### src/rtl/mdu_seq_pkg.sv
// Shared definitions for the sequential multiply/divide unit: op and state
// encodings, the iteration count and a 64-bit conditional negate helper.
package mdu_seq_pkg;

   localparam int unsigned MDU_ITER = 32;

   localparam logic [1:0] MDU_MULTU = 2'b00;
   localparam logic [1:0] MDU_MULT  = 2'b01;
   localparam logic [1:0] MDU_DIVU  = 2'b10;
   localparam logic [1:0] MDU_DIV   = 2'b11;

   typedef enum logic [1:0] {
      ST_IDLE = 2'd0,
      ST_CALC = 2'd1,
      ST_FIX  = 2'd2
   } mdu_state_e;

   function automatic logic [63:0] neg64(input logic [63:0] v, input logic en);
      return en ? (~v + 64'd1) : v;
   endfunction

endpackage

### src/rtl/mdu_seq_neg32.sv
// 32-bit two's-complement conditional negator, used for operand magnitudes
// and for the quotient/remainder sign fix.
module neg32 (
   input  logic [31:0] a_i,
   input  logic        en_i,
   output logic [31:0] y_o
);

   assign y_o = en_i ? (~a_i + 32'd1) : a_i;

endmodule

### src/rtl/mdu_seq.sv
// Sequential MULT/MULTU/DIV/DIVU unit writing a HI/LO register pair through a
// Start/Busy/Done handshake; 32 shift-add or restoring-divide iterations plus a sign-fix step.
module mdu_seq
   import mdu_seq_pkg::*;
#(
   parameter int WIDTH = 32
) (
   input  logic             clk,
   input  logic             reset,
   input  logic [WIDTH-1:0] A,
   input  logic [WIDTH-1:0] B,
   input  logic [1:0]       Op,
   input  logic             Start,
   input  logic             WeHi,
   input  logic             WeLo,
   input  logic [WIDTH-1:0] Wd,
   output logic             Busy,
   output logic             Done,
   output logic [WIDTH-1:0] HI,
   output logic [WIDTH-1:0] LO
);

   mdu_state_e  state_q, state_d;
   logic [4:0]  cnt_q, cnt_d;
   logic [1:0]  op_q, op_d;
   logic [31:0] opnd_q, opnd_d;
   logic [63:0] acc_q, acc_d;
   logic        neg_res_q, neg_res_d;
   logic        neg_rem_q, neg_rem_d;
   logic        div0_q, div0_d;
   logic [31:0] hi_q, hi_d;
   logic [31:0] lo_q, lo_d;
   logic        busy_q, busy_d;
   logic        done_q, done_d;

   logic        sign_a_s, sign_b_s;
   logic [31:0] abs_a_s, abs_b_s;
   logic [32:0] mul_sum_s;
   logic [63:0] mul_next_s;
   logic [32:0] div_shift_s;
   logic [33:0] div_diff_s;
   logic [63:0] div_next_s;
   logic [63:0] prod_s;
   logic [31:0] quo_fix_s, rem_fix_s;
   logic        div_unused_s;

   assign sign_a_s = A[31] & Op[0];
   assign sign_b_s = B[31] & Op[0];

   neg32 u_abs_a (.a_i(A), .en_i(sign_a_s), .y_o(abs_a_s));
   neg32 u_abs_b (.a_i(B), .en_i(sign_b_s), .y_o(abs_b_s));

   // The accumulator holds {partial, operand}: product bits or {remainder, quotient}.
   assign mul_sum_s  = {1'b0, acc_q[63:32]} + (acc_q[0] ? {1'b0, opnd_q} : 33'd0);
   assign mul_next_s = {mul_sum_s, acc_q[31:1]};

   assign div_shift_s  = {acc_q[63:32], acc_q[31]};
   assign div_diff_s   = {1'b0, div_shift_s} - {2'b00, opnd_q};
   assign div_next_s   = div_diff_s[33] ? {div_shift_s[31:0], acc_q[30:0], 1'b0}
                                        : {div_diff_s[31:0], acc_q[30:0], 1'b1};
   assign div_unused_s = div_diff_s[32];

   assign prod_s = neg64(acc_q, neg_res_q);

   neg32 u_quo_fix (.a_i(acc_q[31:0]),  .en_i(neg_res_q), .y_o(quo_fix_s));
   neg32 u_rem_fix (.a_i(acc_q[63:32]), .en_i(neg_rem_q), .y_o(rem_fix_s));

   // Next-state, datapath and handshake logic.
   always_comb begin
      state_d   = state_q;
      cnt_d     = cnt_q;
      op_d      = op_q;
      opnd_d    = opnd_q;
      acc_d     = acc_q;
      neg_res_d = neg_res_q;
      neg_rem_d = neg_rem_q;
      div0_d    = div0_q;
      hi_d      = hi_q;
      lo_d      = lo_q;
      busy_d    = 1'b0;
      done_d    = 1'b0;
      case (state_q)
         ST_IDLE: begin
            if (Start) begin
               state_d   = ST_CALC;
               busy_d    = 1'b1;
               cnt_d     = 5'd0;
               op_d      = Op;
               opnd_d    = Op[1] ? abs_b_s : abs_a_s;
               acc_d     = {32'd0, (Op[1] ? abs_a_s : abs_b_s)};
               neg_res_d = sign_a_s ^ sign_b_s;
               neg_rem_d = sign_a_s;
               div0_d    = (B == 32'd0);
            end else begin
               hi_d = WeHi ? Wd : hi_q;
               lo_d = WeLo ? Wd : lo_q;
            end
         end
         ST_CALC: begin
            busy_d = 1'b1;
            cnt_d  = cnt_q + 5'd1;
            acc_d  = op_q[1] ? div_next_s : mul_next_s;
            if (cnt_q == 5'(MDU_ITER - 1)) begin
               state_d = ST_FIX;
            end else begin
               state_d = ST_CALC;
            end
         end
         ST_FIX: begin
            state_d = ST_IDLE;
            done_d  = 1'b1;
            if (op_q[1]) begin
               hi_d = rem_fix_s;
               lo_d = div0_q ? 32'hFFFF_FFFF : quo_fix_s;
            end else begin
               hi_d = prod_s[63:32];
               lo_d = prod_s[31:0];
            end
         end
         default: begin
            state_d = ST_IDLE;
         end
      endcase
   end

   // State and output registers with synchronous reset.
   always_ff @(posedge clk) begin
      if (reset) begin
         state_q   <= ST_IDLE;
         cnt_q     <= 5'd0;
         op_q      <= 2'b00;
         opnd_q    <= 32'd0;
         acc_q     <= 64'd0;
         neg_res_q <= 1'b0;
         neg_rem_q <= 1'b0;
         div0_q    <= 1'b0;
         hi_q      <= 32'd0;
         lo_q      <= 32'd0;
         busy_q    <= 1'b0;
         done_q    <= 1'b0;
      end else begin
         state_q   <= state_d;
         cnt_q     <= cnt_d;
         op_q      <= op_d;
         opnd_q    <= opnd_d;
         acc_q     <= acc_d;
         neg_res_q <= neg_res_d;
         neg_rem_q <= neg_rem_d;
         div0_q    <= div0_d;
         hi_q      <= hi_d;
         lo_q      <= lo_d;
         busy_q    <= busy_d;
         done_q    <= done_d;
      end
   end

   assign Busy = busy_q;
   assign Done = done_q;
   assign HI   = hi_q;
   assign LO   = lo_q;

endmodule

### config.mk
export PLATFORM = sky130hd
export DESIGN_NAME = mdu_seq
export DESIGN_NICKNAME = d
export VERILOG_FILES = /design/src/rtl/mdu_seq_pkg.sv /design/src/rtl/mdu_seq_neg32.sv /design/src/rtl/mdu_seq.sv
export SDC_FILE = /design/constraint.sdc
export NUM_CORES = 1
export LEC_CHECK = 0
export CORE_MARGIN = 2
export CORE_UTILIZATION = 32
export CTS_CLUSTER_DIAMETER = 80
export DETAILED_ROUTE_END_ITERATION = 7
export GPL_TIMING_DRIVEN = 1
export SYNTH_ARGS = -nofsm -noshare
export SYNTH_HDL_FRONTEND = slang
export SYNTH_HIERARCHICAL = 1
export SYNTH_SLANG_ARGS = --single-unit
### constraint.sdc
create_clock -name clk -period 4.4 [get_ports clk]
set_clock_uncertainty 0.1 [all_clocks]
set_input_delay 0.66 -clock clk [delete_from_list [all_inputs] [get_ports clk]]
set_output_delay 0.66 -clock clk [all_outputs]
set_load 0.005 [all_outputs]
# Word level (Yosys, flattened, before mapping)

Index checks and enable logic that the tools add are counted.
Widths: inputs -> output; s select.

Register bits: 174
Output and inout bits: 66
Input bits: 103

Bitwise gates (word level): 8
Reduce and logical (&&, ||, !) cells: 8
Add/sub/neg operators: 8
Equal/unequal tests: 7
Muxes and demuxes: 29

Operators with widths:

| cell                  | number |
|---|---|
| $mux 32               | 14 |
| $mux 64               | 4 |
| $add 32x1->32 const B | 4 |
| $not 32->32           | 4 |
| $pmux 32 s2           | 2 |
| $pmux 64 s2           | 1 |
| $add 64x1->64 const B | 1 |
| $not 64->64           | 1 |
| $sub 33x32->34        | 1 |
| $add 32x32->33        | 1 |
| $logic_not 32->1      | 1 |
| $pmux 5 s2            | 1 |
| $ne 2x2->1 const B    | 4 |
| $reduce_and 3->1      | 2 |
| $add 5x1->5 const B   | 1 |
| $eq 5x5->1 const B    | 1 |
| $mux 5                | 1 |
| $mux 2                | 2 |
| $pmux 2 s2            | 1 |
| $reduce_and 2->1      | 2 |
| $reduce_bool 2->1     | 2 |
| $and 1x1->1           | 2 |
| $eq 2x1->1 const B    | 1 |
| $eq 2x2->1 const B    | 1 |
| other kinds (4)       | 5 |

# Logic depth before layout (Yosys ltp)

Gate-level depths: netlist of run 1.

Word-level depth: 6
Gate-level depth with buffers: 15
Mapped depth without buffers: 14

# Hierarchy

The synthesis of run 1 kept the hierarchy.

By module, submodules not included:

| module  | cells each | area each (um2) | times used |
|---|---|---|---|
| mdu_seq | 1763       | 13435.4         | 1 |
| neg32   | 99         | 777.0           | 4 |

# Worst setup path after synthesis of run 1

OpenSTA, ideal clock, no wires.

Kind: register to register
Start: register acc_q[0]
End: register acc_q[48]
Period minus slack after synthesis: 3627 ps
Path slack: 773 ps
Path buffers: 2
Stages on the path, launching flop included: 16
Data required time: 4183 ps
Arrival: 3409 ps
Cell sequence: dfxtp_1 > clkbuf_1 > inv_1 > clkbuf_1 > nor2_1 > ha_1 > and4_1 > nand3_1 > o211ai_1 > o41ai_1 > o21ai_0 > a21o_1 > a21oi_1 > xor2_1 > nand2_1 > a32o_1

Cells in the longest elaborated chain, start to end: 4

RTL lines:

| what                   | line           | source |
|---|---|---|
| start, declared        | mdu_seq.sv:27  | `logic [63:0] acc_q, acc_d;` |
| start signal, assigned | mdu_seq.sv:133 | `acc_q <= 64'd0;` |
| start signal, assigned | mdu_seq.sv:146 | `acc_q <= acc_d;` |
| $mux 32                | mdu_seq.sv:54  | `assign mul_sum_s = {1'b0, acc_q[63:32]} + (acc_q[0] ? {1'b0, opnd_q} : 33'd0);` |
| $add 32x32->33         | mdu_seq.sv:54  |  |
| $mux 64                | mdu_seq.sv:102 | `acc_d = op_q[1] ? div_next_s : mul_next_s;` |
| $pmux 64 s2            | mdu_seq.sv:82  | `case (state_q)` |

Every way passes these cells.
A chain may end at the register's enable or synchronous reset.

# Worst setup path in the final report of run 1

Start: register acc_q[36]
End: register acc_q[47]

Cells in the longest elaborated chain, start to end: 4
Elaborated cells between the ends (all ways): 5
Those cells by class: add/sub: 2; mux: 3

RTL lines:

| what            | line           | source |
|---|---|---|
| $sub 33x32->34  | mdu_seq.sv:58  | `assign div_diff_s = {1'b0, div_shift_s} - {2'b00, opnd_q};` |
| $mux 64         | mdu_seq.sv:59  | `assign div_next_s = div_diff_s[33] ? {div_shift_s[31:0], acc_q[30:0], 1'b0}` |
| $mux 64 (*)     | mdu_seq.sv:102 |  |
| $pmux 64 s2 (*) | mdu_seq.sv:82  |  |

Mark *: on every way between the ends. The rest lies on a longest branch, timed or not.

==> reports/summary.txt, run 1 <==
STATUS
------------------------------------------------------------------------------------
Status                                                                  complete, no violations

CLOCKING
------------------------------------------------------------------------------------
Number of buffers added by the clock tree synthesis step                          17
CTS HTree Levels                                                                   4
Insertion delay of the later-clocked pin in the worst-skew pair              0.47 ns
CTS hold repair buffers                                                            0
CTS tree                                                                         yes
Number of gates resized after cts                                                  0
Clock slew seen by the registers of the worst setup and hold paths           0.07 ns
Total number of clock tree sinks                                                 173
Worst-case clock buffer depth                                                      2
Post-CTS setup buffer count                                                        0
CTS Root Cell                                                              clkbuf_16

TIMING
------------------------------------------------------------------------------------
Period Utilization, post-route                                                 85.9%
Worst rel slew slack                                                           30.3%
Accumulated negative setup slack                                                0 ns
Final-report hold violation count                                                  0
Setup repair after global routing missed its margin                            false
Min cycle time layout                                                        3.78 ns
Achievable frequency                                                       0.264 GHz
Final Slew Violations                                                              0
Setup violation total in the final timing report                                   0
Pin slew with the least headroom to its limit                                1.04 ns

WORST SETUP PATH
------------------------------------------------------------------------------------
Startpoint type of the worst setup path                                    flip-flop
Crit. End Element                                                          flip-flop
Category of the critical setup timing path                                reg -> reg
Worst R2R Setup Slack                                                        0.62 ns
WP data arrival                                                              4.04 ns
Maximum fanout along the worst path                                               13
Required time of the critical path                                           4.66 ns

FINAL LAYOUT
------------------------------------------------------------------------------------
Non-filler cells in the finished layout                                        2,944
Number of filler cells placed in the layout                                    5,215
Fraction of layout cells with a size suffix above 1                            6.94%
Layout Area Growth over Synthesis                                              18.1%
Post-layout nets                                                               2,427

POWER AND IR DROP
------------------------------------------------------------------------------------
Standby leakage power                                                        7.14 nW
Highest ir drop seen on vdd                                               0.000325 V
Cell Pwr Density                                                         266 mW/mm^2
Total design power                                                         0.00519 W

SYNTH
------------------------------------------------------------------------------------
Count of distinct cell types in the synthesized netlist                           74
Dominant cell type by area after synthesis                                   dfxtp_1
Number of synthesized flops with an enable pin                                     0
Biggest area contributors in the synthesized netlist                    dfxtp_1, xnor2_1, mux2i_1, ha_1, a211oi_1
Summed instance area of the synthesized netlist                         0.0165 sq mm
Share of the synthesized area in the top cell type                             20.9%
Main synth FF type                                                           dfxtp_1
Most frequent cells after synthesis                                     nor2_1, nand2_1, xnor2_1
Fraction of the yosys area taken by sequential cells                           20.9%
Post-synthesis instance total                                                  2,159
Avg Inst Size Synth                                                       7.66 sq um
Share of flip-flops with an asynchronous set or reset after synthesis             0%
Flip-flop and latch count after synthesis                                        173
Net count after synthesis                                                      2,335
Most used standard cell by instance count after synthesis                     nor2_1
Total number of yosys warnings                                                     6

PLACED DESIGN
------------------------------------------------------------------------------------
Buffers added on ports                                                           168
Gp weighted congestion                                                         0.931
Cell Count Post-Placement                                                      2,912
HPWL reported at the end of detailed placement                             47,400 um

GLOBAL ROUTING
------------------------------------------------------------------------------------
Via count of the first global-routing pass                                     15.9k
Number of antenna violations at the first check in global routing                  0
Met2 layer usage reported by global route                                      35.4%
Met3 track utilization from global routing                                     3.62%
Met1 routing resource usage after global routing                               30.5%
Top Usage Layer GRT                                                             met2
Largest net degree at the start of global routing                                 76
Global-route wire length before repair                                     93,600 um
Overall track demand over capacity in global routing                           22.3%
Overflow after GRT                                                                 0

FLOORPLAN
------------------------------------------------------------------------------------
Total I/O pin count                                                              169
Vertical die dimension                                                        231 um
Die width                                                                     231 um
Area of the core                                                        0.0512 sq mm
Starting density of the core                                                   32.3%
Total Die Area                                                          0.0535 sq mm
FP Rows                                                                           83

ROUTING
------------------------------------------------------------------------------------
Detailed Routing Iterations Pass 1                                                 6
Vias                                                                           17.0k
DRC Markers                                                                        0
Vias/cell                                                                       5.77
Aggregate routed wire length                                               60,600 um
Post-route antenna net violation count                                             0
Average routed wire per standard cell                                        20.6 um
DRC marker count from the first detailed-route iteration                       1,552

HOLD PATH
------------------------------------------------------------------------------------
Class of the most critical hold timing path                               reg -> reg

RUN
------------------------------------------------------------------------------------
Number of maximum-capacitance violations                                           0

==> layout make-up <==
class                           instances  area, sq um  area share (%)
Clock buffer                           19          464            2.38
Clock inverter                         12          123           0.628
Timing Repair Buffer                  221         2070            10.6
Tap cell                              680          851            4.36
Sequential cell                       173         3470            17.8
Multi-Input combinational cell       1777        12300            63.1
Antenna cell                            1         2.50          0.0128
Inverter                               61          229            1.17
==> state kept, by name, summed over array words and instances, names as in the netlist <==
signal,cells
acc_q,64
HI,32
LO,32
opnd_q,32
cnt_q,5
state_q,2
Busy,1
Done,1
div0_q,1
neg_rem_q,1
neg_res_q,1
op_q,1
==> power breakdown <==
part	total (W)	internal [W]	switching, W	leakage, nW
Clock	0.00157	0.000839	0.000727	0.285
Combinational	0.00177	0.000727	0.00104	5.44
Sequential	0.00185	0.00167	0.000178	1.42
Total	0.00519	0.00324	0.00195	7.14
==> routing by layer <==
metal  wire length (um)  vias up
met1              27300     8043
met4               1870        0
met3               4450       83
li1                   -     8206
met5                  0        -
met2              27000      668
==> worst paths after layout <==
| kind | from | end | depth (start not counted) |
|---|---|---|---|
| max | acc_q[36]$_SDFFE_PP0P_ | acc_q[47]$_SDFFE_PP0P_ | 10 |
| min reg2reg | HI[1]$_SDFFE_PP0P_ | HI[1]$_SDFFE_PP0P_ | 2 |
| min | HI[1]$_SDFFE_PP0P_ | HI[1]$_SDFFE_PP0P_ | 2 |
| max reg2reg | acc_q[36]$_SDFFE_PP0P_ | acc_q[47]$_SDFFE_PP0P_ | 10 |
==> worst max-delay path, stage by stage, from the launching register on <==
cell and delay [ns]:
dfxtp_1 0.71, ha_1 0.33, a21oi_1 0.11, o21ai_0 0.24, o2111ai_1 0.21, a2111oi_0 0.49, buf_4 0.22, o31a_1 0.68
mux2i_1 0.26, nor2_1 0.05, a221o_1 0.26
==> logic make-up after synthesis <==
| logic type | count (synthesis) | share of synthesized area [%] |
|---|---|---|
| xor gates and xnor gates | 232 | 12.3 |
| muxes | 107 | 6.47 |
| adders and majority gates | 73 | 5.61 |
| AOI/OAI and AO/OA | 698 | 29.2 |
| and+or+nand+nor | 667 | 20.6 |
| DFF | 173 | 20.9 |
| buffers and inverters | 209 | 4.87 |
==> layout by cell type, fill, tap and decap left out, drive strengths merged, types with 6 or more instances in the layout <==
cell type | synthesis | routed
o41ai | 45 | 45
or3 | 16 | 16
a211oi | 111 | 111
or2 | 8 | 8
nor2 | 220 | 220
a21oi | 122 | 122
clkdlybuf4s50 | 0 | 166
o221ai | 27 | 27
nor3 | 31 | 31
nor4 | 35 | 35
a31oi | 10 | 10
o21ai | 167 | 167
xnor2 | 190 | 190
ha | 71 | 71
a21o | 27 | 27
nand4 | 28 | 28
buf | 36 | 55
a2111oi | 6 | 6
o21a | 7 | 7
o211ai | 24 | 24
nand2b | 29 | 29
or2b | 9 | 9
clkbuf | 112 | 19
inv | 61 | 68
xor2 | 42 | 42
nand3b | 7 | 7
o22ai | 9 | 9
a311oi | 29 | 29
nor2b | 13 | 13
nand2 | 203 | 203
mux2i | 107 | 107
o21bai | 13 | 13
o31ai | 56 | 56
or4 | 10 | 10
dfxtp | 173 | 173
nand3 | 34 | 34
and3 | 11 | 11
==> per-stage QoR <==
| stage | hold slack, ns | setup WS (ns) | util, % | cell area (sq um) |
|---|---|---|---|---|
| after CTS | 0.370 | 0.654 | 38.1 | 19500 |
| final | 0.369 | 0.619 | 38.2 | 19500 |
| after global placement | 0.351 | 0.703 | 37.0 | 18900 |
| after detailed placement | 0.361 | 0.669 | 37.0 | 18900 |
| after floorplan | 0.348 | 0.773 | - | 16500 |
| after global routing | 0.401 | 0.151 | 38.1 | 19500 |
Power figures use the tool's default switching activity.
==> run 2, diff against run 1 <==
- CORE_MARGIN: 2 -> unset
- DONT_BUFFER_PORTS: unset -> 1
==> run 2 against run 1 <==
Clock-buffer cell count increased by 2. Fmax decreased by 6.2%. First-iteration DRC count increased by 0.26%. Die area decreased by 1.7%. Register-to-register slack got worse by 0.25 ns. Hold slack got worse by 0.19 ns. Routed wire length decreased by 1.6%.
==> reports/summary.txt, run 2 (synthesis gave the netlist of run 1 again) <==
STATUS
---------------------------------------------------------------------------------
Status                                                               complete, no violations

FLOORPLAN
---------------------------------------------------------------------------------
Die width                                                                  229 um   -0.86%
Total I/O pin count                                                           169   unchanged
Starting density of the core                                                32.7%   +0.39 points
FP Rows                                                                        82   -1.2%
Vertical die dimension                                                     229 um   -0.86%
Area of the core                                                     0.0506 sq mm   -1.2%
Total Die Area                                                       0.0526 sq mm   -1.7%

POWER AND IR DROP
---------------------------------------------------------------------------------
Cell Pwr Density                                                      273 mW/mm^2   +2.7%
Highest ir drop seen on vdd                                            0.000263 V   -19%
Standby leakage power                                                     6.49 nW   -9.2%

GLOBAL ROUTING
---------------------------------------------------------------------------------
Number of antenna violations at the first check in global routing               1   +1
Overflow after GRT                                                              0   unchanged
Largest net degree at the start of global routing                             146   +92%
Overall track demand over capacity in global routing                        22.3%   -0.058 points
Via count of the first global-routing pass                                  15.6k   -1.6%
Global-route wire length before repair                                  92,300 um   -1.4%

TIMING
---------------------------------------------------------------------------------
Min cycle time layout                                                     4.03 ns   +0.252 ns
Accumulated negative setup slack                                             0 ns   unchanged
Period Utilization, post-route                                              91.7%   +5.7 points
Setup violation total in the final timing report                                0   unchanged
Worst rel slew slack                                                        29.8%   -0.50 points
Final-report hold violation count                                               0   unchanged
Pin slew with the least headroom to its limit                             1.05 ns   +0.00640 ns
Final Slew Violations                                                           0   unchanged
Setup repair after global routing missed its margin                         false
Achievable frequency                                                    0.248 GHz   -6.2%

ROUTING
---------------------------------------------------------------------------------
Vias/cell                                                                    5.92   +2.5%
Average routed wire per standard cell                                     21.5 um   +4.6%
Vias                                                                        16.4k   -3.5%
DRC Markers                                                                     0   unchanged
DRC marker count from the first detailed-route iteration                    1,556   +0.26%
Post-route antenna net violation count                                          0   unchanged
Detailed Routing Iterations Pass 1                                              5   -1
Aggregate routed wire length                                            59,700 um   -1.6%

WORST SETUP PATH
---------------------------------------------------------------------------------
End of the worst register-to-register path                           acc_q[34]$_SDFFE_PP0P_
Depth of the most critical reg-to-reg path                                     12   +2
Required time of the critical path                                        4.63 ns   -0.03 ns
WP data arrival                                                           4.26 ns   +0.22 ns
Startpoint of the worst register-to-register path                    acc_q[32]$_SDFFE_PP0P_
Termination of the worst setup path                                  acc_q[34]$_SDFFE_PP0P_
Category of the critical setup timing path                             reg -> reg
Startpoint type of the worst setup path                                 flip-flop
Critical Path Start                                                  acc_q[32]$_SDFFE_PP0P_
Maximum fanout along the worst path                                            12   -1
Worst R2R Setup Slack                                                     0.37 ns   -0.25 ns
Crit. End Element                                                       flip-flop

CLOCKING
---------------------------------------------------------------------------------
CTS HTree Levels                                                                4   unchanged
Insertion delay of the later-clocked pin in the worst-skew pair           0.47 ns   about the same
Clock slew seen by the registers of the worst setup and hold paths        0.07 ns   about the same
Worst-case clock buffer depth                                                   2   unchanged
CTS tree                                                                      yes
CTS hold repair buffers                                                         0   unchanged
Number of buffers added by the clock tree synthesis step                       17   unchanged
CTS Root Cell                                                           clkbuf_16
Post-CTS setup buffer count                                                     0   unchanged
Number of gates resized after cts                                               0   unchanged
Total number of clock tree sinks                                              173   unchanged

FINAL LAYOUT
---------------------------------------------------------------------------------
Reg with most FFs                                                           acc_q
Utilization after layout                                                    35.2%   -2.9 points
Post-layout nets                                                            2,260   -6.9%
Fraction of layout cells with a size suffix above 1                         7.39%   +0.45 points
Most frequent cells in the layout                                    nor2_1, nand2_1, xnor2_1
Most common library cell in the layout ignoring fill and taps              nor2_1
Number of flip-flops in the largest register                                   64   unchanged
Layout Area Growth over Synthesis                                           7.77%

RUN
---------------------------------------------------------------------------------
Number of maximum-capacitance violations                                        0   unchanged

PLACED DESIGN
---------------------------------------------------------------------------------
HPWL reported at the end of detailed placement                          46,600 um   -1.9%
Buffers added on ports                                                          0   -100%
Gp weighted congestion                                                      0.988   +6.1%

HOLD PATH
---------------------------------------------------------------------------------
Count of cells along the worst hold path                                        1   -1
Class of the most critical hold timing path                             in -> reg

[run 2: changes by cell type in the layout (fill, tap and decap cells not counted), moves of 2 or more]
cell and change:
clkbuf_1 +2, clkdlybuf4s50_1 -166, inv_6 -3, clkinvlp_4 +3
[run 2: critical path, cell delays in order (launching register included)]
cell	delay (ns)
dfxtp_1	0.68
ha_1	0.20
nor2b_1	0.15
o2111ai_1	0.16
a21oi_1	0.28
o2111ai_1	0.24
a2111oi_0	0.62
buf_4	0.24
o31a_1	0.58
nand2_1	0.15
o21ai_0	0.12
a21oi_1	0.09
o21ai_0	0.29
[run 2: power breakdown]
part / internal (W) / total [W] / switching, W
logic: 0.000592 / 0.00154 / 0.000943
clock network: 0.000758 / 0.00147 / 0.000713
registers: 0.00167 / 0.00186 / 0.000183
total: 0.00302 / 0.00486 / 0.00184
[run 2: area by class of cell]
cell class	instances	area, sq um
sequential	173	3470
inverter	61	229
multi-input combinational	1777	12300
clock inverter	11	86.3
clock buffer	21	460
timing repair buffer	54	405
fill	5302	32800
antenna	2	5.00
tap	672	841
[run 2: layer usage]
metal	GRT usage [%]	part of all wire, %	up-vias
met3	5.02	8.4	110
met4	10.5	4.5	0
met2	34.1	43	685
li1	-	-	7874
met5	0	0	-
met1	29.4	44	7733
[run 2: stage by stage]
step | cell area [sq um] | hold WS [ns] | cells | setup WS, ns | total power (W)
2_1_floorplan | 16500 | 0.348 | 2159 | 0.773 | 0.00298
3_3_place_gp | 17300 | 0.358 | 2737 | 0.468 | 0.00337
3_5_place_dp | 17300 | 0.371 | 2737 | 0.567 | 0.00340
4_1_cts | 17800 | 0.189 | 2769 | 0.520 | 0.00485
5_1_grt | 17800 | 0.162 | 2771 | 0.196 | 0.00509
6_report | 17800 | 0.178 | 2771 | 0.367 | 0.00486
[run 2: worst min-delay path by stage]
stage,startpoint,slack (ns),to
after floorplan,div0_q$_SDFFE_PP0P_,0.35,div0_q$_SDFFE_PP0P_
after global placement,cnt_q[4]$_SDFFE_PP0P_,0.36,cnt_q[4]$_SDFFE_PP0P_
after detailed placement,cnt_q[4]$_SDFFE_PP0P_,0.37,cnt_q[4]$_SDFFE_PP0P_
after CTS,reset,0.19,opnd_q[11]$_SDFFE_PP0P_
after global routing,reset,0.16,opnd_q[13]$_SDFFE_PP0P_
final,reset,0.18,opnd_q[10]$_SDFFE_PP0P_
